### src/rtl/display_scan_ctrl_if.sv
// rtl/display_scan_ctrl_if.sv - digit write port bundle for display_scan_ctrl
//
// Signals:
//   wr_valid  write request from the writer
//   wr_ready  write accepted when wr_valid & wr_ready
//   wr_digit  target digit index (values >= NUM_DIGITS are accepted and dropped)
//   wr_value  hex nibble for the target digit
// Modports:
//   master  the writer (drives valid/digit/value, observes ready)
//   slave   display_scan_ctrl (observes valid/digit/value, drives ready)

interface display_scan_ctrl_if;
    logic       wr_valid;
    logic       wr_ready;
    logic [2:0] wr_digit;
    logic [3:0] wr_value;

    modport master (
        output wr_valid,
        output wr_digit,
        output wr_value,
        input  wr_ready
    );

    modport slave (
        input  wr_valid,
        input  wr_digit,
        input  wr_value,
        output wr_ready
    );
endinterface

### src/rtl/display_scan_ctrl.sv
// rtl/display_scan_ctrl.sv - round-robin 7-segment scan scheduler with frame-atomic digit updates
//
// Parameters:
//   NUM_DIGITS    digits scanned (2..8)
//   DWELL_CYCLES  clk cycles each digit is driven (>= 1)
//   BLANK_CYCLES  clk cycles with all digits off between digits (>= 1)
// Ports:
//   clk         system clock
//   reset       synchronous, active-low
//   brightness  4-bit duty setting, present only with BRIGHTNESS_PWM_EN defined
//   wr          digit write port (display_scan_ctrl_if.slave)
//   digit_en    one-hot digit enable, active-high
//   nibble      value of the selected digit, to the seven-segment decoder
//   frame_tick  one-cycle pulse in the commit cycle
// Build option:
//   BRIGHTNESS_PWM_EN  when defined, gates digit_en during DRIVE with a
//                      free-running 4-bit PWM compared against brightness.

module display_scan_ctrl #(
    parameter int NUM_DIGITS   = 2,
    parameter int DWELL_CYCLES = 24000,
    parameter int BLANK_CYCLES = 240
) (
    input  logic                  clk,
    input  logic                  reset,
`ifdef BRIGHTNESS_PWM_EN
    input  logic [3:0]            brightness,
`endif
    display_scan_ctrl_if.slave    wr,
    output logic [NUM_DIGITS-1:0] digit_en,
    output logic [3:0]            nibble,
    output logic                  frame_tick
);

    localparam int CNT_MAX = (DWELL_CYCLES > BLANK_CYCLES) ? DWELL_CYCLES : BLANK_CYCLES;
    localparam int CNT_W   = (CNT_MAX > 1) ? $clog2(CNT_MAX) : 1;
    localparam int IDX_W   = (NUM_DIGITS > 1) ? $clog2(NUM_DIGITS) : 1;

    localparam logic [CNT_W-1:0] DWELL_LAST   = CNT_W'(DWELL_CYCLES - 1);
    localparam logic [CNT_W-1:0] BLANK_LAST   = CNT_W'(BLANK_CYCLES - 1);
    localparam logic [IDX_W-1:0] LAST_IDX     = IDX_W'(NUM_DIGITS - 1);
    localparam logic [3:0]       NUM_DIGITS_W = 4'(NUM_DIGITS);

    localparam logic [0:0] ST_BLANK = 1'b0;
    localparam logic [0:0] ST_DRIVE = 1'b1;

    logic [0:0]            state;
    logic [IDX_W-1:0]      idx;
    logic [CNT_W-1:0]      cnt;

    logic [3:0]            committed [NUM_DIGITS];
    logic [3:0]            pending   [NUM_DIGITS];
    logic [NUM_DIGITS-1:0] pend_flag;

    logic                  blank_done;
    logic                  dwell_done;
    logic                  last_digit;
    logic                  commit_cycle;
    logic [IDX_W-1:0]      next_idx;
    logic [3:0]            next_nibble;
    logic                  wr_accept;
    logic                  wr_in_range;
    logic [IDX_W-1:0]      wr_slot;
    logic                  drive_on;

    assign blank_done   = (state == ST_BLANK) && (cnt == BLANK_LAST);
    assign dwell_done   = (state == ST_DRIVE) && (cnt == DWELL_LAST);
    assign last_digit   = (idx == LAST_IDX);
    assign commit_cycle = dwell_done && last_digit;
    assign next_idx     = last_digit ? '0 : idx + 1'b1;

    // In the commit cycle the only digit loaded next is 0, and it must see
    // the value being committed on this same edge, so bypass the pending
    // register when its flag is set.
    assign next_nibble = (commit_cycle && pend_flag[next_idx]) ? pending[next_idx]
                                                               : committed[next_idx];

    // Holding off writes in the commit cycle keeps a write from landing
    // half-in/half-out of a frame; the writer simply retries next cycle.
    assign wr.wr_ready  = reset & ~commit_cycle;
    assign wr_accept    = wr.wr_valid & wr.wr_ready;
    assign wr_in_range  = ({1'b0, wr.wr_digit} < NUM_DIGITS_W);
    assign wr_slot      = wr.wr_digit[IDX_W-1:0];

    assign frame_tick   = commit_cycle;

    // Scan sequencer: BLANK then DRIVE per digit, nibble preloaded on the
    // DRIVE->BLANK edge so it is stable before the next digit lights.
    always_ff @(posedge clk) begin
        if (!reset) begin
            state  <= ST_BLANK;
            idx    <= '0;
            cnt    <= '0;
            nibble <= 4'd0;
        end else begin
            case (state)
                ST_BLANK: begin
                    if (blank_done) begin
                        cnt   <= '0;
                        state <= ST_DRIVE;
                    end else begin
                        cnt <= cnt + 1'b1;
                    end
                end
                ST_DRIVE: begin
                    if (dwell_done) begin
                        cnt    <= '0;
                        state  <= ST_BLANK;
                        idx    <= next_idx;
                        nibble <= next_nibble;
                    end else begin
                        cnt <= cnt + 1'b1;
                    end
                end
                default: begin
                    state <= ST_BLANK;
                    cnt   <= '0;
                end
            endcase
        end
    end

    // Double-buffered digit store. Commit and accept are mutually exclusive
    // because wr_ready is low in the commit cycle.
    always_ff @(posedge clk) begin
        if (!reset) begin
            for (int i = 0; i < NUM_DIGITS; i++) begin
                committed[i] <= 4'd0;
                pending[i]   <= 4'd0;
            end
            pend_flag <= '0;
        end else if (commit_cycle) begin
            for (int i = 0; i < NUM_DIGITS; i++) begin
                if (pend_flag[i]) begin
                    committed[i] <= pending[i];
                end
            end
            pend_flag <= '0;
        end else if (wr_accept && wr_in_range) begin
            pending[wr_slot]   <= wr.wr_value;
            pend_flag[wr_slot] <= 1'b1;
        end
    end

`ifdef BRIGHTNESS_PWM_EN
    logic [3:0] pwm_cnt;

    always_ff @(posedge clk) begin
        if (!reset) begin
            pwm_cnt <= 4'd0;
        end else begin
            pwm_cnt <= pwm_cnt + 4'd1;
        end
    end

    assign drive_on = (pwm_cnt <= brightness);
`else
    assign drive_on = 1'b1;
`endif

    always_comb begin
        digit_en = '0;
        if (state == ST_DRIVE && drive_on) begin
            digit_en = NUM_DIGITS'(1) << idx;
        end
    end

endmodule

### src/flat_wrapper.sv
// flat-port wrapper written by rule: the top's interface ports become plain ports
module display_scan_ctrl_flat 
#(
    parameter int NUM_DIGITS   = 2,
    parameter int DWELL_CYCLES = 24000,
    parameter int BLANK_CYCLES = 240
)
  (clk, reset, digit_en, nibble, frame_tick, wr_wr_valid, wr_wr_digit, wr_wr_value, wr_wr_ready);
  display_scan_ctrl_if wr_i ();
  input  logic clk;
  input  logic reset;
  output logic [NUM_DIGITS-1:0] digit_en;
  output logic [3:0] nibble;
  output logic frame_tick;
  input wire logic [$bits(wr_i.wr_valid)-1:0] wr_wr_valid;
  input wire logic [$bits(wr_i.wr_digit)-1:0] wr_wr_digit;
  input wire logic [$bits(wr_i.wr_value)-1:0] wr_wr_value;
  output wire logic [$bits(wr_i.wr_ready)-1:0] wr_wr_ready;
  assign wr_i.wr_valid = wr_wr_valid;
  assign wr_i.wr_digit = wr_wr_digit;
  assign wr_i.wr_value = wr_wr_value;
  assign wr_wr_ready = wr_i.wr_ready;
  display_scan_ctrl #(.NUM_DIGITS(NUM_DIGITS), .DWELL_CYCLES(DWELL_CYCLES), .BLANK_CYCLES(BLANK_CYCLES)) u_core (.clk(clk), .reset(reset), .wr(wr_i), .digit_en(digit_en), .nibble(nibble), .frame_tick(frame_tick));
endmodule
### config.mk
export PLATFORM = sky130hd
export DESIGN_NAME = display_scan_ctrl_flat
export DESIGN_NICKNAME = d
export VERILOG_FILES = /design/src/rtl/display_scan_ctrl_if.sv /design/src/rtl/display_scan_ctrl.sv /design/src/flat_wrapper.sv
export SDC_FILE = /design/constraint.sdc
export NUM_CORES = 1
export LEC_CHECK = 0
export ABC_AREA = 1
export CAP_MARGIN = 5
export CELL_PAD_IN_SITES_DETAIL_PLACEMENT = 1
export CELL_PAD_IN_SITES_GLOBAL_PLACEMENT = 1
export CORE_MARGIN = 8
export CORE_UTILIZATION = 47
export DETAILED_ROUTE_END_ITERATION = 12
export DONT_BUFFER_PORTS = 1
export HOLD_SLACK_MARGIN = 0.03
export PLACE_DENSITY_LB_ADDON = 0.2
export SLEW_MARGIN = 25
export SYNTH_ARGS = -nofsm -noshare
export SYNTH_HDL_FRONTEND = slang
export SYNTH_SLANG_ARGS = --single-unit
### constraint.sdc
create_clock -name clk -period 2.2 [get_ports clk]
set_input_delay 0.44 -clock clk [delete_from_list [all_inputs] [get_ports clk]]
set_output_delay 0.44 -clock clk [all_outputs]
set_load 0.01 [all_outputs]
======== Word level (Yosys, flattened, before mapping) ========
Memory sizes are Yosys's and may differ from the RTL's.
Index checks and enable logic that the tools add are counted.
cells by class
  $add $sub $neg .......................... 2
  order comparisons ....................... 4
  eq/ne operators ......................... 2
  shift operators ......................... 1
  mux-type cells .......................... 31
  bitwise logic cells ..................... 8
  reduce and logical (&&, ||, !) cells .... 9
operator list
  cell                                                                     number
  15-bit 2-to-1 mux                                                        2
  15-bit one-hot mux with 2 select lines                                   1
  1-bit 2-to-1 mux                                                         21
  4-bit 2-to-1 mux                                                         4
  15-bit by 1-bit adder with 15-bit output (second input constant)         1
  15-bit equality test (second input constant)                             1
  15-bit by 8-bit equality test with 1-bit output (second input constant)  1
  1-bit logical AND                                                        6
  1-bit by 2-bit < comparator with 1-bit output (second input constant)    2
  4-bit OR reduction                                                       1
  3-bit by 2-bit < comparator with 1-bit output (second input constant)    1
  1-bit NOT                                                                3
  1-bit AND                                                                2
  2-bit 2-to-1 mux                                                         1
  1-bit bitwise OR                                                         2
  2-bit bitwise OR                                                         1
  1-bit one-hot mux with 2 select lines                                    1
  2-bit AND reduction                                                      1
  2-bit OR reduction                                                       1
  1-bit by 1-bit left shift with 2-bit output (first input constant)       1
  1-bit adder (second input constant)                                      1
  1-bit demux with 1-bit select                                            1
  1-bit greater-or-equal comparator (second input constant)                1
word-level totals
  bits in registers ....................... 23
  RAM bits ................................ 16
  logic and storage cells ................. 64
  memories kept ........................... 2
memories
  name              words  bits a word  read ports  clocked after Yosys merged registers in  wr ports  RTL line                 source
  u_core.committed  2      4            1           0                                        2         display_scan_ctrl.sv:51  logic [3:0] committed [NUM_DIGITS];
  u_core.pending    2      4            3           0                                        2         display_scan_ctrl.sv:52  logic [3:0] pending [NUM_DIGITS];

======== Longest topological paths before layout ========
Gate-level depths: netlist of run 1.
  word-level depth ........................ 13
  gate-level depth with buffers ........... 11

======== Worst setup path after synthesis of run 1 ========
Ideal clock, no wire load.
  path kind ............................... register to register
  start point ............................. reg u_core.cnt[0]
  end point ............................... mem u_core.pending[1][0], enable pin
  setup time .............................. 278 ps
  data arrival time ....................... 1434 ps
  slack ................................... 489 ps
  cell stages (with the launch flop) ...... 11
  clock period less this slack ............ 1711 ps
  path through ............................ dfxtp_1 > ha_1 > nand3_2 > clkinv_1 > nand3_2 > nor2_4 > nand2_4 > nand2_2 > inv_2 > nand3_2 > nand2_1
RTL lines
  what                    RTL line                  source
  from (decl)             display_scan_ctrl.sv:49   logic [CNT_W-1:0] cnt;
  from (signal assigned)  display_scan_ctrl.sv:102  cnt <= cnt + 1'b1;
  from (signal assigned)  display_scan_ctrl.sv:112  cnt <= cnt + 1'b1;
  to (decl)               display_scan_ctrl.sv:52

======== Worst setup path in the final report of run 1 ========
  start point ............................. reg u_core.cnt[0]
  end point ............................... out wr_wr_ready
between the ends
  cells in the longest elaborated chain, start to end .. 5
ends and longest elaborated chain
  what                  RTL line                 source
  15-bit equality test  display_scan_ctrl.sv:67  assign dwell_done = (state == ST_DRIVE) && (cnt == DWELL_LAST);
  1-bit logical AND     display_scan_ctrl.sv:67
  1-bit logical AND     display_scan_ctrl.sv:69  assign commit_cycle = dwell_done && last_digit;
  1-bit NOT             display_scan_ctrl.sv:80  assign wr.wr_ready = reset & ~commit_cycle;
  1-bit AND             display_scan_ctrl.sv:80
  to (decl)             flat_wrapper.sv:18       output wire logic [$bits(wr_i.wr_ready)-1:0] wr_wr_ready;
Every way passes these cells.

==> flow_summary.toml, run 1 <==
[outcome]
status = "completed"

[clock_tree]
tritoncts.num_buffers = 5
htree_levels = 2
clk_path_buf_depth = 2
clock-root-buffer = "clkbuf_8"
cts_tree = "done"
clk_pin_slew_ns = 0.08
cts.sink_count = 39
clock_latency_ns = 0.29
cts_hold_buf = 0

[finish]
post-route-util_pct = 53.2
n_antenna_cell = 0
final_nets = 256
area_delta_synth_final_pct = 8.55
drive_above_1_share_pct = 20.7
fillers = 493

[sta]
fin_worst_skew_ns = 0.00693
fin_setup_tns_ns = 0
slew_headroom_pct = 71.7
fin_crit_ns = 2.05
drv_slew = 0
hold_viol_final = 0
max_freq_mhz = 489
finalCritPeriodShare_pct = 93.0
tightestPinTransition_ns = 0.423
rsz0062_at_grt = "false"
setup_violations = 0

[floorplan]
start_util_pct = 49.0
io_pins = 18
fp.dieW_um = 80.8
die_area_um2 = 6530
rows = 23
die_h_um = 80.8
core_area_um2 = 4030

[pwr]
leakagePower_nw = 0.854
peakVddDrop_v = 0.000424
power.density_nw_per_um2 = 603
total_power_mw = 1.29

[route]
wl_um = 4450
firstDrtPassIters = 4
route.detailed.drc = 0
vias_per_cell = 5.13
num_vias = 1518
wl_per_cell_um = 15.0
drt_iter0_drc = 74
drtAntennaViolNets = 0

[logic_synthesis]
syn_avg_cell_area_um2 = 8.37
yosysWarnings = 0
syn-cell-area_um2 = 1980
ys_async_sr_fraction_pct = 0
synth_seq_cells = 39
ys_types = 32
synth-seq-area-share_pct = 47.6
synth-edff-count = 16
synth-main-ff-cell = "dfxtp_1"
synth.net_count = 247
synthCells = 236

[global_route]
grt_pass1_vias = 1527
grt_util_all_layers_pct = 14.4
grt_max_degree = 16
gr-total-overflow = 0
grt_pass1_wl_um = 7340
grt_antenna_before_repair = 0

[critical_path]
crit_type = "register to primary output"
startpoint_type = "register"
path_max_fanout = 5
arrival_ns = 1.61
cp.required_ns = 1.76
end_kind = "primary output"

[placement]
hpwlAfterDp_um = 3410
port_buffers = 0
gp_congestion = 0.800

[worst_hold_path]
min_path_type = "primary input to register"

[run]
cap_violations = 0
[metal layers]
layer  vias to the layer above  track usage, %  wire [um]
li1                        774               -          -
met1                       710            19.7       2270
met2                        29            21.9       1940
met3                         5            3.31        194
met4                         0            4.29         44
met5                         -               0          0
[cell usage after synthesis (5+ instances only)]
master	count	area (um^2)
nor2_1	21	78.8
nand3_1	7	35.0
xor2_1	6	52.6
dfxtp_1	23	460
o21ai_0	5	25.0
nand2_2	5	31.3
nand4_1	12	75.1
inv_1	34	128
edfxtp_1	16	480
nor2_2	19	119
nand2_1	48	180
[critical path: stages (launching register included)]
cell,delay (ns)
dfxtp_1,0.36
ha_1,0.23
nand3_2,0.13
clkinv_1,0.09
nand3_2,0.08
nor2_4,0.16
nand2_4,0.10
nand2_2,0.11
inv_2,0.07
[stage by stage]
| stage | hold slack, ns | setup slack, ns | area, um^2 | cells |
|---|---|---|---|---|
| 5_1_grt | 0.252 | 0.0464 | 2140 | 296 |
| 4_1_cts | 0.249 | 0.0557 | 2110 | 292 |
| 3_5_place_dp | 0.442 | 0.290 | 2030 | 284 |
| 3_3_place_gp | 0.432 | 0.391 | 2030 | 284 |
| 2_1_floorplan | 0.417 | 0.489 | 1980 | 236 |
| 6_report | 0.253 | 0.154 | 2140 | 296 |
[cell type report]
class                           instances  area, um^2  share of cell area (%)
Sequential cell                        39         941                    43.9
Multi-Input combinational cell        153         858                    40.0
Timing Repair Buffer                    6        45.0                    2.10
Tap cell                               50        62.6                    2.92
Clock buffer                            6        72.6                    3.38
Clock inverter                          2        12.5                   0.583
Inverter                               40         153                    7.12
[flip-flops by register name, summed over array words and instances (netlist names)]
signal            flops
u_core.state          1
u_core.cnt           15
u_core.pend_flag      2
u_core.idx            1
u_core.nibble         4
u_core.pending        8
u_core.committed      8
[final timing paths]
check,slack [ns],end,from,cells past startpoint
setup / recovery,0.15,wr_wr_ready,u_core.cnt[0],8
hold / removal,0.25,u_core.nibble[3],reset,2
setup reg to reg,0.35,u_core.cnt[14],u_core.cnt[0],11
hold reg to reg,0.46,u_core.cnt[0],u_core.cnt[0],1
[cells in the final DEF, fill, tap and decap left out, types with 4 or more instances in the layout]
cell       netlist  final
o21ai_0          5      5
inv_1           34     34
nand4_1         12     12
edfxtp_1        16     16
clkbuf_8         0      5
nand2_2          5      5
xor2_1           6      6
xnor2_1          4      4
o21ai_1          4      4
dfxtp_1         23     23
o2111ai_1        4      4
nand3_1          7      7
nand3_2          4      4
nor2_2          19     19
nand2_1         48     48
buf_4            0      6
nor2_1          21     21
[cells by family after synthesis]
group	count (synthesis)	synth area share [%]
AOI/OAI and AO/OA	18	6.33
DFF	39	47.6
adders and majority gates	1	0.633
buffers and inverters	44	8.93
xor gates and xnor gates	10	4.43
and+or+nand+nor	124	32.0
[where the power goes]
part	total, mW	leakage [nW]	internal (mW)	switching (mW)
sequential	0.779	0.348	0.769	0.00999
combinational	0.0444	0.465	0.0128	0.0316
clock	0.470	0.0412	0.222	0.249
total	1.29	0.854	1.00	0.290
[what timing repair did]
| item | CTS | global route |
|---|---|---|
| buffers inserted | 0 | 4 |
| setup endpoints to repair | 0 | 1 |
| gates resized for setup | 0 | 0 |
No activity file was read; power rests on OpenSTA's default activity.
==> inputs of run 2 (changes only) <==
--- a/config.mk
+++ b/config.mk
@@ -9,7 +9,6 @@
 export CAP_MARGIN = 5
 export CELL_PAD_IN_SITES_DETAIL_PLACEMENT = 1
 export CELL_PAD_IN_SITES_GLOBAL_PLACEMENT = 1
-export CORE_MARGIN = 8
 export CORE_UTILIZATION = 47
 export DETAILED_ROUTE_END_ITERATION = 12
 export DONT_BUFFER_PORTS = 1
==> flow_summary.toml, run 2 (synthesis results as in run 1) <==
[clock_tree]
clk_pin_slew_ns = 0.08
cts_tree = "done"
cts_hold_buf = 0
clk_path_buf_depth = 2
htree_levels = 2
clock-root-buffer = "clkbuf_8"
cts.sink_count = 39
tritoncts.num_buffers = 5
cts-resized-gates = 0
clock_latency_ns = 0.29

[pwr]
peakVddDrop_v = 0.000367
total_power_mw = 1.29
comb_power_share_pct = 3.5
leakagePower_nw = 0.844
seqPwrFrac_pct = 60.2
power.internal_mw = 0.999
p_sw_share_pct = 22.8
switching_power_mw = 0.295
clkPwrFrac_pct = 36.3
power.density_nw_per_um2 = 610

[global_route]
grt_antenna_before_repair = 0
grt_util_all_layers_pct = 21.8
grt_max_degree = 18
grt_pass1_vias = 1552
gr-total-overflow = 0
grt_pass1_wl_um = 6960

[route]
vias_per_cell = 5.21
firstDrtPassIters = 4
drt_iter0_drc = 42
wl_um = 4230
num_vias = 1527
drtAntennaViolNets = 0
route.detailed.drc = 0
wl_per_cell_um = 14.4

[critical_path]
startpoint_type = "register"
path_max_fanout = 5
crit_type = "register to primary output"
cp.required_ns = 1.76
arrival_ns = 1.56
end_kind = "primary output"

[sta]
setup_ws_ns = 0.201
finalCritPeriodShare_pct = 90.8
slew_headroom_pct = 73.5
setup_violations = 0
max_freq_mhz = 500
tightestPinTransition_ns = 0.396
fin_setup_tns_ns = 0
fin_crit_ns = 2.00
fin_worst_skew_ns = 0.00316
hold_viol_final = 0
drv_slew = 0
rsz0062_at_grt = "false"

[floorplan]
rows = 23
start_util_pct = 49.0
core_area_um2 = 4030
die_area_um2 = 4470
fp.dieW_um = 66.8
die_h_um = 66.8
io_pins = 18

[placement]
place_ws_ns = 0.295
gp_congestion = 0.819
place_area_um2 = 2030
port_buffers = 0
hpwlAfterDp_um = 3290

[finish]
layout_commonest_cell = "nand2_1"
final_area_um2 = 2120
drive_above_1_share_pct = 20.2
n_antenna_cell = 0
area_delta_synth_final_pct = 7.35
final_cell_mix = "nand2_1, inv_1, dfxtp_1"
largest_reg_flops = 15
final_nets = 253
reg.largest.list = "u_core.cnt (15), u_core.committed (8), u_core.pending (8)"
largest-register = "u_core.cnt"
post-route-util_pct = 52.6

[run]
cap_violations = 0

[outcome]
status = "completed"

[worst_hold_path]
min_path_type = "primary input to register"
[run 2: cell types whose count changed in the layout (fill, tap and decap cells not counted), sizes merged]
cell	before	now
clkinv	3	5
clkbuf	6	5
clkinvlp	1	0
buf	6	3
[run 2: worst paths after layout]
check / from / to / slack (ns) / depth (start not counted)
max: u_core.cnt[0] / wr_wr_ready / 0.20 / 8
min: reset / u_core.nibble[2] / 0.24 / 2
max reg2reg: u_core.cnt[0] / u_core.cnt[14] / 0.36 / 11
min reg2reg: u_core.cnt[0] / u_core.cnt[0] / 0.46 / 1
[run 2: power by group through the flow]
stage          Combinational, mW  Clock [mW]  Sequential, mW
3_5_place_dp              0.0457           0           0.796
3_3_place_gp              0.0436           0           0.794
5_1_grt                   0.0507       0.508           0.781
2_1_floorplan             0.0404           0           0.793
6_report                  0.0450       0.470           0.779
4_1_cts                   0.0459       0.479           0.779
[run 2: worst max-delay path, stage by stage (launching register included)]
cell and delay, ns:
dfxtp_1 0.36, ha_1 0.23, nand3_2 0.13, clkinv_1 0.09, nand3_2 0.08, nor2_4 0.14, nand2_4 0.09, nand2_2 0.10
inv_2 0.07
[run 2: layout make-up]
| type | instances | area (um^2) |
|---|---|---|
| Fill cell | 512 | 1910 |
| Clock buffer | 5 | 68.8 |
| Timing Repair Buffer | 3 | 22.5 |
| Tap cell | 50 | 62.6 |
| Multi-Input combinational cell | 153 | 858 |
| Sequential cell | 39 | 941 |
| Clock inverter | 3 | 15.0 |
| Inverter | 40 | 153 |
[run 2: per-layer routing]
layer / global-route usage (%) / vias to the layer above / wire [um]
li1: - / 765 / -
met1: 26.9 / 725 / 2010
met2: 34.7 / 32 / 1950
met3: 7.36 / 5 / 209
met4: 8.51 / 0 / 63
met5: 0 / - / 0
[run 2: repair_timing]
action	CTS	global route
hold endpoints to repair	0	0
setup endpoints to repair	0	1
setup buffers	0	1
[run 2: stage by stage]
| step | hold WS, ns | instances |
|---|---|---|
| 2_1_floorplan | 0.417 | 236 |
| 3_3_place_gp | 0.433 | 284 |
| 3_5_place_dp | 0.454 | 284 |
| 4_1_cts | 0.240 | 292 |
| 5_1_grt | 0.231 | 293 |
| 6_report | 0.244 | 293 |
